`src/rtl/data_mem_ctrl.sv`:
```
// Data memory behind a valid/ready request port with byte-lane writes, RD_LAT-cycle responses,
// out-of-range error flagging and an optional zeroing sweep after reset.
module data_mem_ctrl #(
    parameter int DATA_W         = 16,
    parameter int DEPTH          = 16,
    parameter int ADDR_W         = 4,
    parameter int RD_LAT         = 1,
    parameter int CLEAR_ON_RESET = 1
) (
    input  logic                  clk,
    input  logic                  reset,
    input  logic                  req_valid,
    output logic                  req_ready,
    input  logic                  req_we,
    input  logic [ADDR_W-1:0]     req_addr,
    input  logic [DATA_W-1:0]     req_wdata,
    input  logic [DATA_W/8-1:0]   req_be,
    output logic                  rsp_valid,
    output logic [DATA_W-1:0]     rsp_rdata,
    output logic                  rsp_err,
    output logic                  init_done
);

    localparam int                NB      = DATA_W / 8;
    localparam logic [ADDR_W:0]   DEPTH_L = (ADDR_W + 1)'(DEPTH);
    localparam logic [ADDR_W-1:0] LAST_L  = ADDR_W'(DEPTH - 1);

    typedef enum logic {ST_INIT = 1'b0, ST_READY = 1'b1} state_t;

    state_t              r_state, w_state_nxt;
    logic [ADDR_W-1:0]   r_cnt, w_cnt_nxt;
    logic                r_ready, r_init_done;
    logic [DATA_W-1:0]   r_mem [DEPTH];
    logic                w_accept, w_oor, w_init_wr, w_req_wr;
    logic [DATA_W-1:0]   w_s1_rdata;
    logic                r_s1_valid, r_s1_err;
    logic [DATA_W-1:0]   r_s1_rdata;

    // Requests arriving on a reset edge are ignored; zero-extended compare folds to 0 when DEPTH fills the space
    assign w_accept = req_valid && r_ready && reset;
    assign w_oor    = ({1'b0, req_addr} >= DEPTH_L);
    assign w_req_wr = w_accept && req_we && !w_oor;

    // Next-state logic for the clear sweep
    always_comb begin
        w_state_nxt = r_state;
        w_cnt_nxt   = r_cnt;
        w_init_wr   = 1'b0;
        case (r_state)
            ST_INIT: begin
                w_init_wr = 1'b1;
                w_cnt_nxt = r_cnt + ADDR_W'(1);
                if (r_cnt == LAST_L) begin
                    w_state_nxt = ST_READY;
                end else begin
                    w_state_nxt = ST_INIT;
                end
            end
            ST_READY: begin
                w_state_nxt = ST_READY;
            end
            default: begin
                w_state_nxt = ST_INIT;
            end
        endcase
    end

    // State, sweep counter and status flags
    always_ff @(posedge clk) begin
        if (!reset) begin
            r_state     <= (CLEAR_ON_RESET != 0) ? ST_INIT : ST_READY;
            r_cnt       <= '0;
            r_ready     <= 1'b0;
            r_init_done <= 1'b0;
        end else begin
            r_state     <= w_state_nxt;
            r_cnt       <= w_cnt_nxt;
            r_ready     <= (w_state_nxt == ST_READY);
            r_init_done <= (w_state_nxt == ST_READY);
        end
    end

    // Storage array: not reset so contents survive when the sweep is disabled
    always_ff @(posedge clk) begin
        if (reset && w_init_wr) begin
            r_mem[r_cnt] <= '0;
        end else if (w_req_wr) begin
            for (int i = 0; i < NB; i++) begin
                if (req_be[i]) begin
                    r_mem[req_addr][8*i +: 8] <= req_wdata[8*i +: 8];
                end
            end
        end
    end

    // Read data is taken from the array before this edge's write lands (only one request per edge)
    always_comb begin
        w_s1_rdata = '0;
        if (w_accept && !req_we && !w_oor) begin
            w_s1_rdata = r_mem[req_addr];
        end else begin
            w_s1_rdata = '0;
        end
    end

    // First response stage
    always_ff @(posedge clk) begin
        if (!reset) begin
            r_s1_valid <= 1'b0;
            r_s1_err   <= 1'b0;
            r_s1_rdata <= '0;
        end else begin
            r_s1_valid <= w_accept;
            r_s1_err   <= w_accept && w_oor;
            r_s1_rdata <= w_s1_rdata;
        end
    end

    generate
        if (RD_LAT == 2) begin : g_lat2
            logic              r_s2_valid, r_s2_err;
            logic [DATA_W-1:0] r_s2_rdata;

            // Extra response stage for two-cycle latency
            always_ff @(posedge clk) begin
                if (!reset) begin
                    r_s2_valid <= 1'b0;
                    r_s2_err   <= 1'b0;
                    r_s2_rdata <= '0;
                end else begin
                    r_s2_valid <= r_s1_valid;
                    r_s2_err   <= r_s1_err;
                    r_s2_rdata <= r_s1_rdata;
                end
            end

            assign rsp_valid = r_s2_valid;
            assign rsp_err   = r_s2_err;
            assign rsp_rdata = r_s2_rdata;
        end else begin : g_lat1
            assign rsp_valid = r_s1_valid;
            assign rsp_err   = r_s1_err;
            assign rsp_rdata = r_s1_rdata;
        end
    endgenerate

    assign req_ready = r_ready;
    assign init_done = r_init_done;

endmodule
```
`config.mk`:
```
export PLATFORM = sky130hd
export DESIGN_NAME = data_mem_ctrl
export DESIGN_NICKNAME = d
export VERILOG_FILES = /design/src/rtl/data_mem_ctrl.sv
export SDC_FILE = /design/constraint.sdc
export NUM_CORES = 1
export LEC_CHECK = 0
export CAP_MARGIN = 40
export CORE_ASPECT_RATIO = 0.5
export CORE_UTILIZATION = 50
export DETAILED_ROUTE_END_ITERATION = 16
export PLACE_DENSITY = 0.8
export SYNTH_ARGS = -nofsm -noshare
export SYNTH_HDL_FRONTEND = slang
export SYNTH_SLANG_ARGS = --single-unit
```
`constraint.sdc`:
```
create_clock -name clk -period 2.75 [get_ports clk]
set_input_delay 0.825 -clock clk [delete_from_list [all_inputs] [get_ports clk]]
set_output_delay 0.825 -clock clk [all_outputs]
set_load 0.02 [all_outputs]
```
* Word level (Yosys, flattened, before mapping)
Memory sizes are Yosys's and may differ from the RTL's. A register that Yosys moved wholly into a read port is not among the register bits.
Cells that the tools add are included.
W data, S select, Z words.
** Storage, ports and cells
- Register bits after elaboration :: 6
- Bits in writable memories :: 256
- Input port bits :: 26
- Memories :: 1
** Cells by class
- Add/sub/neg operators :: 1
- Equality and inequality tests :: 1
- Mux-type cells :: 16
- Bitwise gates (word level) :: 1
- Reduce and logical (&&, ||, !) cells :: 9
** Memories
- r_mem :: depth 16, bits a word 16, rd ports 1, clocked after memory_dff 1, write ports 1, line 33 : logic [DATA_W-1:0] r_mem [DEPTH];
** Operators by type and width (count)
- $mux W16 :: 1
- $reduce_or A16 Y1 :: 1
- $mux W1 :: 12
- $logic_and A1 B1 Y1 :: 5
- $add A4 B1 Y4 const B :: 1
- $eq A4 B4 Y1 const B :: 1
- $mux W4 :: 1
- $logic_not A1 Y1 :: 2
- $mux W2 :: 1
- $pmux W1 S2 :: 1
- $reduce_and A2 Y1 :: 1
- $not A1 Y1 :: 1

* Logic depth before layout (Yosys ltp)
- Depth after elaboration :: 8
- Depth in mapped cells :: 7
- Gate-level depth less buffers :: 4

* Worst setup path before layout
No wires, ideal clock.
- Path kind :: input-to-reg
- Start :: input reset
- End :: memory r_mem[0][0], enable pin
- Library setup time :: 388 ps
- Arrival :: 2481 ps
- Slack :: -119 ps
- Stages :: 5
- Path through :: buf_6 nand4_4 or4_1 buf_2 a221oi_1
** On the way
- Longest elaborated chain between the ends :: 7
- Elaborated cells on any way between the ends :: 14
** Ends and longest elaborated chain
- start, declared :: line 11 : input logic reset,
- $logic_and A1 B1 Y1 :: line 40 : assign w_accept = req_valid && r_ready && reset;
- $logic_and A1 B1 Y1 :: line 42 : assign w_req_wr = w_accept && req_we && !w_oor;
- $mux W1 :: line 87 : end else if (w_req_wr) begin
- $mux W1 :: line 85 : if (reset && w_init_wr) begin
- $mux W1 (implied by the code) :: line 90 : r_mem[req_addr][8*i +: 8] <= req_wdata[8*i +: 8];
- $reduce_or A16 Y1 (no source line)
- $mux W4 (no source line) / $mux W2 (equally long branches)
- end, declared :: line 33
Several ways; a longest one is shown, not always the timed one.

* Worst setup path after layout
- Start :: input req_we
- End :: memory r_mem[2][9], enable pin
** On the way
- Longest elaborated chain between the ends :: 6
- Elaborated cells on any way between the ends :: 10
** Ends and longest elaborated chain
- start, declared :: line 14 : input logic req_we,
- $logic_and A1 B1 Y1 (*) :: line 42
- $mux W1 :: line 87
- $mux W1 :: line 85
- $mux W1 (implied by the code) :: line 90
- $reduce_or A16 Y1 (no source line)
- $mux W4 (no source line) / $mux W2 (equally long branches)
Mark *: on every way between the ends. The rest lies on a longest branch, timed or not.

==> out/results.env <==
TIMING_WORST_SETUP_PATH_TYPE='input port to flop'
CTSHOLDBUFFERS=0
VIAS_PER_CELL=6.07
SW_FRAC_OF_TOTAL=0.195
POWER_FRAC_SEQ=0.555
YOSYSWARNINGS=0
SHARE_OF_CELLS_ABOVE_DRIVE_STRENGTH_1=0.274
GR-TOTAL-OVERFLOW=0
CLK_LATENCY_NS=0.51
CTS_POST_SETUP_BUFFERS_INSERTED=0
CTSLONGESTPATHBUFFERS=3
STATIC-LEAKAGE-POWER_uW=0.00397
ANTENNA_VIOLATING_NETS_POST_ROUTE=0
DIE_AREA_UM2=22500
SYNTH.FF_LATCH_COUNT=278
SYN-INSTANCE-COUNT=541
CRITICAL-PATH-MAX-STAGE-DELAY_NS=0.71
CLKPWRFRAC=0.401
LAYOUT.CELL_AREA.NON_FILLER_UM2=12900
POST_SYNTH.CELL_AREA_AVG_UM2=20.2
CLOCK-ROOT-BUFFER='sky130_fd_sc_hd__clkbuf_16'
FINAL_CELL_MIX='256 x sky130_fd_sc_hd__edfxtp_1, 74 x sky130_fd_sc_hd__buf_4, 64 x sky130_fd_sc_hd__mux4_2'
STATUS='finished, final reports clean'
POWER_REPORT.INTERNAL_TOTAL_uW=6720
PLACED_CELLS_INCL_TAPS=916
DRT-INITIAL-DRC-COUNT=602
COREAREA_UM2=21000
REG2REG_SLACK_NS=0.36
DIODES=0
CLK_PIN_SLEW_WORST_SETUP_HOLD_PATHS_NS=0.07
TIMING_WORST_SLEW_PIN_VALUE_NS=0.685
TRITONCTS='done'
DP_SLACK_NS=-0.401
PLACEMENTROWS=37
COMB_POWER_SHARE=0.044
TRITONCTS.NUM_BUFFERS=24
CRITPATHARRIVALTIME_NS=2.90
FIN_UTIL=0.617
RR_WORST_DEPTH=4
NET-SWITCHING-POWER_uW=1630
SYNTH_AREA_LEADERS='sky130_fd_sc_hd__edfxtp_1 70%, sky130_fd_sc_hd__mux4_2 13%, sky130_fd_sc_hd__dfxtp_1 4.0%'
IO_PINS=46
DIE_X_UM=211
GRT_USAGE=0.209
SYNTH_EDF_COUNT=256
MAX_CLOCK_FREQ_GHz=0.373
CRIT_FAMILY='simple AND/OR/NAND/NOR gates'
HOLD_PATH.CLASS='flop to flop'
CRIT_PATH_TOP_DELAY_CELL='sky130_fd_sc_hd__or4_1'
CELLPOWERDENSITY_nW_PER_UM2=645
IO_BUF_COUNT=44
MIN_PERIOD_NS=2.68
IR_WORST_VDD_uV=434
MAPPEDNETLISTNETS=568
DRC_ERRORS=0
WORSTPATHMAXFANOUT=8
HOLDPATHSTAGES=2
HTREE_LEVELS=1
AVGROUTEDWIREPERCELL_UM=23.7
REPORT.FINAL.SLEW_VIOL_COUNT=0
YOSYS.AREA.TOP_TYPE='sky130_fd_sc_hd__edfxtp_1'
POST_DP_CELL_AREA_UM2=12100
SYNTH_ASYNC_SR_FLOP_SHARE=0
MAXCAPVIOLCOUNT=0
TOTAL_POWER_uW=8350
PLACE.GP.CONGESTION=0.807
HPWL_UM=14300
DRTPASS1ITERATIONS=5
SYNTH_FLOP_CELL='sky130_fd_sc_hd__edfxtp_1'
NET_TOTAL_IN_THE_FINAL_LAYOUT=677
LAYOUT.CELLS.NON_FILLER=960
LIST_OF_CELLS_TRAVERSED_BY_THE_CRITICAL_PATH='clkdlybuf4s50_1, nand4_4, or4_1, a221oi_1, buf_4'
CP_LAUNCH_TYPE='input port'
CLOCK_SINK_COUNT=278
ENDPOINT_KIND='flop'
FINALWIRELENGTH_UM=22800
SYNTH_CELL_TYPE_COUNT=31
CLOCK-SKEW-FINAL_NS=0.00847
SETUP_SLACK_NS=0.0693
YOSYSSEQAREASHARE=0.744
VIA_COUNT_OF_THE_FIRST_GLOBAL_ROUTING_PASS=5738
INITIAL_ANTENNA_VIOLATION_COUNT=0
GRT_FIRST_PASS_WIRELENGTH_UM=34400
SLEW_HEADROOM=0.543
SYNTHTOLAYOUTAREAGROWTH_PCT=18.4
ROUTE.VIAS.TOTAL=5827
DIE_H_UM=107
YOSYSTOPAREACELLSHARE=0.703
GRT_START_MAX_NET_PINS=68
POST_CTS.RESIZED_INSTANCES=0
LAYOUT_COMMONEST_CELL='sky130_fd_sc_hd__edfxtp_1'
LAYOUT_WORST_PATH_CYCLE_SHARE=0.975
UNREPAIRED_SETUP_ENDPOINTS_AFTER_GLOBAL_ROUTING='yes'
REPORT.FINAL.SETUP_VIOL=0
CP.BUFFERS_INVERTERS=2
FLOORPLAN.INITIALDENSITY=0.521
REQUIRED_NS=2.97
CRITICAL_PATH_DEPTH=5
TIMING.FINAL.HOLD_VIOLATIONS=0
MAPPEDNETLISTAREA_UM2=10900
==> flip-flops by register name (all words and copies together), names as in the netlist <==
signal,cells
init_done,1
r_mem,256
r_cnt,4
rsp_rdata,16
rsp_valid,1
==> Yosys cell counts, drive strengths merged (3+ instances only) <==
cell and number:
nand4 3, and3 19, a221oi 32, o21ai 8, mux4 64, mux2i 17, o221ai 16, buf 25
clkbuf 12, edfxtp 256, and2 3, nor2b 6, xnor2 3, nand3 18, inv 17, nor2 3
dfxtp 22, nand4b 5
==> final cells by class <==
| class | count | area (um2) |
|---|---|---|
| sequential | 278 | 8130 |
| fill | 1434 | 8030 |
| multi-input combinational | 209 | 2550 |
| timing repair buffer | 120 | 1040 |
| clock buffer | 38 | 734 |
| tap | 292 | 365 |
| inverter | 17 | 63.8 |
| clock inverter | 6 | 58.8 |
==> cells by family after synthesis <==
| kind of cell | share of synthesized area |
|---|---|
| adder cells (fa/ha/maj) | 0.00114 |
| AO/OA/AOI/OAI | 0.0442 |
| flip-flops | 0.744 |
| buffers and inverters | 0.0234 |
| AND/OR/NAND/NOR | 0.0373 |
| multiplexers | 0.147 |
| other | 0.000343 |
| XOR/XNOR | 0.00240 |
==> worst reg2reg max path: cells and delay by family, from the launching register on <==
family / cells / cell delay, ns
buffers and inverters: 1 / 0.25
and+or+nand+nor: 2 / 0.88
AOI/OAI and AO/OA: 1 / 0.41
DFF: 1 / 0.57
==> power groups by stage <==
| stage | sequential, uW | clock, uW | combinational, uW |
|---|---|---|---|
| after global routing | 4640 | 3530 | 386 |
| after global placement | 4720 | 0 | 352 |
| after floorplan | 4720 | 0 | 217 |
| after CTS | 4640 | 3380 | 367 |
| after detailed placement | 4730 | 0 | 363 |
| final | 4640 | 3350 | 365 |
==> metrics by stage <==
stage	setup TNS [ns]	hold WS, ns
after floorplan	-25.57	0.513
after global placement	-83.03	0.560
after detailed placement	-115.20	0.561
after CTS	0	0.572
after global routing	-0.141	0.599
final	0	0.575
==> final timing paths <==
check	startpoint	endpoint
min	r_cnt[3]	init_done
max	req_we	r_mem[2][9]
min reg2reg	r_cnt[3]	init_done
max reg2reg	init_done	r_mem[2][9]
==> layer usage <==
layer / track usage / vias to the layer above / share of wire / routed length, um
met5: 0 / - / 0 / 0
met4: 0.0492 / 0 / 0.021 / 478
met3: 0.0298 / 37 / 0.069 / 1570
met2: 0.349 / 269 / 0.50 / 11300
met1: 0.294 / 3021 / 0.41 / 9410
li1: - / 2500 / - / -
Power figures use the tool's default switching activity.
